===== config.mk =====
export PLATFORM = sky130hd
export DESIGN_NAME = muldiv_seq
export DESIGN_NICKNAME = d
export VERILOG_FILES = /design/src/rtl/muldiv_seq.sv
export SDC_FILE = /design/constraint.sdc
export NUM_CORES = 2
export LEC_CHECK = 0
export CAP_MARGIN = 20
export CELL_PAD_IN_SITES_DETAIL_PLACEMENT = 1
export CELL_PAD_IN_SITES_GLOBAL_PLACEMENT = 1
export CORE_UTILIZATION = 48
export CTS_BUF_LIST = sky130_fd_sc_hd__clkbuf_8 sky130_fd_sc_hd__clkbuf_16
export DETAILED_ROUTE_END_ITERATION = 8
export HOLD_SLACK_MARGIN = 0.03
export PLACE_DENSITY = 0.84
export SLEW_MARGIN = 20
export SYNTH_ARGS = -nofsm -noshare
export SYNTH_HDL_FRONTEND = slang
export SYNTH_SLANG_ARGS = --single-unit

===== constraint.sdc =====
create_clock -name clk -period 29.6 [get_ports clk]
set_input_delay 4.44 -clock clk [delete_from_list [all_inputs] [get_ports clk]]
set_output_delay 4.44 -clock clk [all_outputs]
set_load 0.01 [all_outputs]

===== src/rtl/muldiv_seq.sv =====
// muldiv_seq: iterative radix-2 multiply/divide sequencer for the EX stage.
module muldiv_seq #(
  parameter int XLEN  = 64,
  parameter int CNT_W = 6
) (
  input  logic            clk,
  input  logic            rst,
  input  logic            req_valid_i,
  input  logic            mul_en_i,
  input  logic [XLEN-1:0] rs1_data_i,
  input  logic [XLEN-1:0] rs2_data_i,
  input  logic            rs1_sign_i,
  input  logic            rs2_sign_i,
  input  logic            flush_i,
  output logic [XLEN-1:0] data_1_o,
  output logic [XLEN-1:0] data_2_o,
  output logic            valid_o,
  output logic            busy_o,
  output logic            stall_o
);
  typedef enum logic [1:0] {IDLE, CALC, FIX, DONE} state_t;
  state_t           r_state;
  logic [CNT_W-1:0] r_cnt;
  logic [XLEN-1:0]  r_op, r_hi, r_lo;
  logic             r_mul, r_neg_q, r_neg_r;
  logic             w_sa, w_sb, w_div0, w_ovf;
  logic [XLEN-1:0]  w_mag1, w_mag2;
  logic [XLEN:0]    w_add, w_sh, w_diff;
  assign w_sa   = rs1_sign_i & rs1_data_i[XLEN-1];
  assign w_sb   = rs2_sign_i & rs2_data_i[XLEN-1];
  assign w_mag1 = w_sa ? -rs1_data_i : rs1_data_i;
  assign w_mag2 = w_sb ? -rs2_data_i : rs2_data_i;
  assign w_div0 = rs2_data_i == '0;
  assign w_ovf  = rs1_sign_i & rs2_sign_i & (rs1_data_i == {1'b1, {(XLEN-1){1'b0}}}) & (&rs2_data_i);
  // r_op holds the multiplicand or divisor; r_lo the multiplier or dividend/quotient.
  assign w_add  = {1'b0, r_hi} + (r_lo[0] ? {1'b0, r_op} : '0);
  assign w_sh   = {r_hi, r_lo[XLEN-1]};
  assign w_diff = w_sh - {1'b0, r_op};
  assign stall_o = (r_state != DONE) & (req_valid_i | busy_o);
  always_ff @(posedge clk or posedge rst) begin
    if (rst) begin
      r_state  <= IDLE;
      r_cnt    <= '0;
      r_op     <= '0;
      r_hi     <= '0;
      r_lo     <= '0;
      r_mul    <= 1'b0;
      r_neg_q  <= 1'b0;
      r_neg_r  <= 1'b0;
      data_1_o <= '0;
      data_2_o <= '0;
      valid_o  <= 1'b0;
      busy_o   <= 1'b0;
    end else begin
      valid_o <= 1'b0;
      if (flush_i) begin
        r_state <= IDLE;
        busy_o  <= 1'b0;
      end else begin
        case (r_state)
          IDLE: if (req_valid_i) begin
            r_mul   <= mul_en_i;
            r_neg_q <= w_sa ^ w_sb;
            r_neg_r <= w_sa;
            r_op    <= w_mag2;
            r_lo    <= w_mag1;
            r_hi    <= '0;
            r_cnt   <= CNT_W'(XLEN-1);
            busy_o  <= 1'b1;
            if (!mul_en_i && (w_div0 || w_ovf)) begin
              r_state  <= DONE;
              valid_o  <= 1'b1;
              data_1_o <= w_div0 ? '1 : rs1_data_i;
              data_2_o <= w_div0 ? rs1_data_i : '0;
            end else r_state <= CALC;
          end
          CALC: begin
            if (r_mul) {r_hi, r_lo} <= {w_add, r_lo[XLEN-1:1]};
            else begin
              r_hi <= w_diff[XLEN] ? w_sh[XLEN-1:0] : w_diff[XLEN-1:0];
              r_lo <= {r_lo[XLEN-2:0], ~w_diff[XLEN]};
            end
            if (r_cnt == '0) r_state <= FIX;
            else r_cnt <= r_cnt - CNT_W'(1);
          end
          FIX: begin
            r_state <= DONE;
            valid_o <= 1'b1;
            if (r_mul) {data_2_o, data_1_o} <= r_neg_q ? -{r_hi, r_lo} : {r_hi, r_lo};
            else begin
              data_1_o <= r_neg_q ? -r_lo : r_lo;
              data_2_o <= r_neg_r ? -r_hi : r_hi;
            end
          end
          DONE: begin
            r_state <= IDLE;
            busy_o  <= 1'b0;
          end
        endcase
      end
    end
  end
endmodule


## Word-level counts from Yosys, hierarchy flattened

Cells that the tools add are included.

| storage, ports and cells | value |
|---|---|
| register bits after elaboration | 333 |
| bits in latches | 0 |
| bits in writable memories | 0 |
| bits in read-only memories | 0 |
| input bits | 135 |
| logic and storage cells | 94 |
| memories | 0 |

| operators by class | value |
|---|---|
| add/subtract/negate cells | 8 |
| multiply operators | 0 |
| divide/modulo/power cells | 0 |
| order comparisons | 0 |
| equality and inequality tests | 10 |
| shift-type cells | 0 |
| mux-type cells | 38 |
| bitwise gates (word level) | 10 |
| reductions and logical operators | 16 |

Operators by type and width:

| cell | count |
|---|---|
| $mux W64 | 18 |
| $pmux W64 S2 | 4 |
| $neg A64 Y64 | 4 |
| $mux W128 | 1 |
| $neg A128 Y128 | 1 |
| $add A64 B64 Y65 | 1 |
| $sub A65 B64 Y65 | 1 |
| $eq A64 B64 Y1 const B | 1 |
| $logic_not A64 Y1 | 1 |
| $reduce_and A64 Y1 | 1 |
| $mux W6 | 2 |
| $pmux W6 S2 | 1 |
| $mux W2 | 4 |
| $ne A2 B2 Y1 const B | 4 |
| $pmux W2 S4 | 1 |
| $reduce_and A4 Y1 | 2 |
| $and A1 B1 Y1 | 6 |
| $logic_not A6 Y1 | 1 |
| $ne A3 B3 Y1 const B | 2 |
| $reduce_and A3 Y1 | 2 |
| $sub A6 B1 Y6 const B | 1 |
| $mux W1 | 5 |
| $eq A2 B2 Y1 const B | 2 |
| $pmux W1 S2 | 2 |
| other kinds (11) | 14 |

## Longest topological paths before layout

| logic depth | value |
|---|---|
| depth in word-level cells | 9 |
| depth in mapped cells | 17 |

## Least setup slack after synthesis

No wires, ideal clock.

| timing | value |
|---|---|
| path type | in2out |
| start | input port req_valid_i |
| end | output port stall_o |
| arrival | 4.630 ns |
| path slack | 20.530 ns |
| stages on the path | 2 |
| cell sequence | nor2_1 -> nor2_1 |

| on the way | value |
|---|---|
| longest elaborated chain between the ends | 2 |

RTL lines:

| what | RTL line | RTL |
|---|---|---|
| start, declared | 8 | `input logic req_valid_i,` |
| $or A1 B1 Y1 | 39 | `assign stall_o = (r_state != DONE) & (req_valid_i \| busy_o);` |
| $and A1 B1 Y1 | 39 |  |
| end, declared | 19 | `output logic stall_o` |

No other way between the ends.

## Final worst setup path

Same ends and word-level chain as after synthesis.

==> flow_metrics.tcl <==
set metrics [dict create \
    run_status "finished, final reports clean" \
    viasPerCell 6.37 \
    ioPinCount 266 \
    hold_class "flop to flop" \
    diodes 0 \
    seq_power_share 0.225 \
    finalSetupTns_ps 0 \
    dp_hpwl_um 85500 \
    fmax_mhz 99.2 \
    start_kind "input pin" \
    finalClockSkew_ps 20.9 \
    path_buf_inv 2 \
    layout.nets 4192 \
    fin_crit_ps 10080 \
    ys_top_cells_by_area "dfrtp_1 29%, o21ai_0 8.3%, nand2_1 6.6%, xnor2_1 6.2%, ha_1 6.0%" \
    die_h_um 248 \
    drv_cap 0 \
    drive_gt1_frac 0.0380 \
    synth_cells 3798 \
    dpl-instance-area_um2 32200 \
    setup_violations 0 \
    synth-seq-cells 333 \
    drtIter0Drc 2653 \
    p_sw_frac 0.528 \
    cts_root_buffer "clkbuf_16" \
    met3_usage 0.0375 \
    rr_startpoint "r_hi[0]" \
    required_ps 25160 \
    syn_to_final_growth_pct 15.3 \
    p_leak_nw 14.1 \
    grt_usage 0.360 \
    drt_first_pass_iters 8 \
    rsz0062_at_grt "no" \
    yosys_most_used_dff "dfrtp_1" \
    vdd_drop_max_v 0.0000481 \
    report.final.slew_viol_count 0 \
    die_area_um2 61600 \
    worstMarginPinSlew_ps 1070 \
    grt-ovfl-total 0 \
    die_w_um 248 \
    ys_seq_area_frac 0.287 \
    cpMaxStageDelayCell "clkdlybuf4s50_1" \
    post-route-period-util 0.340 \
    postCtsHoldBufs 0 \
    finalHoldViolCount 0 \
    p_int_mw 1.97 \
    grt_pass1_vias 29300 \
    gp_congestion 0.989 \
    wirelength_um 113000 \
    syn-num-nets 4074 \
    grt_max_degree 131 \
    criticalPathCategory "input pin to output port" \
    h-tree-depth 2 \
    syn-mean-instance-area_um2 7.65 \
    cp_top_family "buffers and inverters" \
    clk_latency_ps 600 \
    drc 0 \
    p_comb_frac 0.651 \
    cpPeakStageDelay_ps 540 \
    cts_tree "built" \
    clockPowerShare 0.124 \
    antenna_left 0 \
    cts_buffer_depth 3 \
    async_flop_share 1.00 \
    end_kind "output port" \
    use_met2 0.568 \
    min_from "data_1_o[16]" \
    grt_pass1_wl_um 173000 \
    clkSinkCount 333 \
    io_buffers 265 \
    post-cts-setup-buffer-count 0 \
    initial_core_util 0.489 \
    synth_edf_count 0 \
    grt-busiest-layer "met2" \
    clk_pin_slew_ps 50 \
    mappedNetlistArea_um2 29100 \
    worstPathArrival_ps 5640 \
    synth_cell_type_count 78 \
    numCtsBuffers 42 \
    vias 30100 \
    whs_ps 473 \
    fillers 7335 \
    setup.worst_path.start "req_valid_i" \
    dp.cells 4645 \
    antenna_found_initial 1 \
    final_area_um2 33500 \
    wl_per_cell_um 24.0 \
    finalNonFillerCells 4718 \
    p_sw_mw 2.21 \
    met1_usage 0.510 \
    crit_chain "clkdlybuf4s50_1, nor2_1, nor2_1, clkdlybuf4s50_1" \
    yosys.area.top_type "dfrtp_1" \
    critPathMaxFanout 4 \
    synth.top_cell.area_share 0.287 \
    rows 89 \
    yosys_warnings 0 \
    core_area_um2 59500 \
    postCtsResizedCells 0 \
    maxSlewHeadroom 0.284 \
    power_per_cell_area_nw_per_um2 125 \
]
registers in the layout, indices dropped and copies added, names as in the netlist:
name	cells
busy_o	1
data_1_o	64
data_2_o	64
r_cnt	6
r_hi	64
r_lo	64
r_mul	1
r_neg_q	1
r_neg_r	1
r_op	64
r_state	2
valid_o	1
layer usage:
layer | up-vias | share of wire
li1 | 13900 | -
met1 | 14900 | 0.45
met2 | 1075 | 0.45
met3 | 195 | 0.064
met4 | 0 | 0.034
met5 | - | 0
path summary, 6_finish.rpt:
| kind | endpoint | slack, ps | cells after the start |
|---|---|---|---|
| worst min register to register | data_1_o[16] | 470 | 1 |
| worst max-delay path | stall_o | 19520 | 4 |
| worst min-delay path | data_1_o[16] | 470 | 1 |
| min in group asynchronous | data_1_o[11] | 4370 | 2 |
| max in group asynchronous | r_op[56] | 23260 | 4 |
| worst max register to register | r_hi[62] | 24340 | 13 |
power groups by stage:
stage          sequential (mW)  clock [mW]  combinational [mW]
2_1_floorplan            0.846           0                1.83
3_3_place_gp             0.925           0                2.59
3_5_place_dp             0.935           0                2.65
4_1_cts                  0.929       0.523                2.67
5_1_grt                  0.965       0.536                2.95
6_report                 0.941       0.518                2.72
logic make-up (layout without fill, tap and decap cells):
| group | count (synthesis) | after routing | synth area share |
|---|---|---|---|
| mux | 79 | 79 | 0.0274 |
| flops | 333 | 333 | 0.287 |
| compound gates | 1285 | 1285 | 0.271 |
| buf+inv | 357 | 504 | 0.0476 |
| fa+ha+maj | 141 | 141 | 0.0612 |
| xor+xnor | 361 | 361 | 0.109 |
| simple gates | 1242 | 1242 | 0.198 |
Yosys cell counts, drive strengths merged, types with 20 or more instances:
library cell	instances
nor2	277
or4	28
nand2	510
nor2b	20
nor3	103
and3	34
a21o	74
clkbuf	196
or3	36
o21ai	491
a31oi	27
o21bai	27
o21a	27
ha	139
buf	33
and2	21
nand4	54
xor2	156
inv	127
o211ai	29
a21oi	291
o31ai	45
o22ai	36
nor4	53
mux2i	74
a211oi	42
a22oi	65
nand2b	23
o41ai	22
nand3	46
xnor2	205
dfrtp	333
per-stage QoR:
step / power (mW) / utilization / worst slack, ps
after detailed placement: 3.58 / 0.541 / 19520
final: 4.18 / 0.564 / 19520
after global routing: 4.45 / 0.564 / 19470
after CTS: 4.12 / 0.564 / 19520
after global placement: 3.51 / 0.541 / 19500
after floorplan: 2.68 / - / 15940
cells in the final DEF (no fill, tap or decap), types with 27 or more instances in the layout:
cell | Yosys | final
nor3_1 | 102 | 101
a22oi_1 | 65 | 65
buf_4 | 0 | 36
nand2_1 | 510 | 509
and3_1 | 34 | 34
xor2_1 | 156 | 156
o21bai_1 | 27 | 27
clkdlybuf4s50_1 | 0 | 265
nand3_1 | 46 | 46
a21oi_1 | 291 | 291
o211ai_1 | 29 | 29
inv_1 | 127 | 136
a31oi_1 | 27 | 27
dfrtp_1 | 333 | 331
clkbuf_16 | 0 | 42
o31ai_1 | 45 | 45
nor4_1 | 51 | 50
or3_1 | 35 | 35
o21ai_0 | 482 | 482
o22ai_1 | 36 | 36
nand4_1 | 54 | 54
ha_1 | 139 | 137
o21a_1 | 27 | 27
mux2i_1 | 74 | 74
nor2_1 | 277 | 273
a21o_1 | 74 | 74
xnor2_1 | 205 | 205
a211oi_1 | 35 | 34
area by class of cell:
| cell class | instances | area (um^2) | share of cell area |
|---|---|---|---|
| clock inverter | 19 | 144 | 0.00429 |
| tap | 773 | 967 | 0.0289 |
| inverter | 128 | 488 | 0.0146 |
| sequential | 333 | 8340 | 0.249 |
| timing repair buffer | 303 | 2950 | 0.0879 |
| multi-input combinational | 3108 | 19400 | 0.579 |
| clock buffer | 54 | 1220 | 0.0363 |
worst reg2reg max path, cell delays in order, from the launching register on:
cell,delay (ps)
dfrtp_1,600
inv_1,280
fa_1,460
nand2b_1,200
a21oi_1,320
o41a_1,430
a31oi_1,290
a2111oi_0,770
o21ai_0,420
a2111oi_0,660
o21ai_0,170
nand3_1,170
a21oi_1,100
a221o_1,280
No activity file was read; power rests on OpenSTA's default activity.
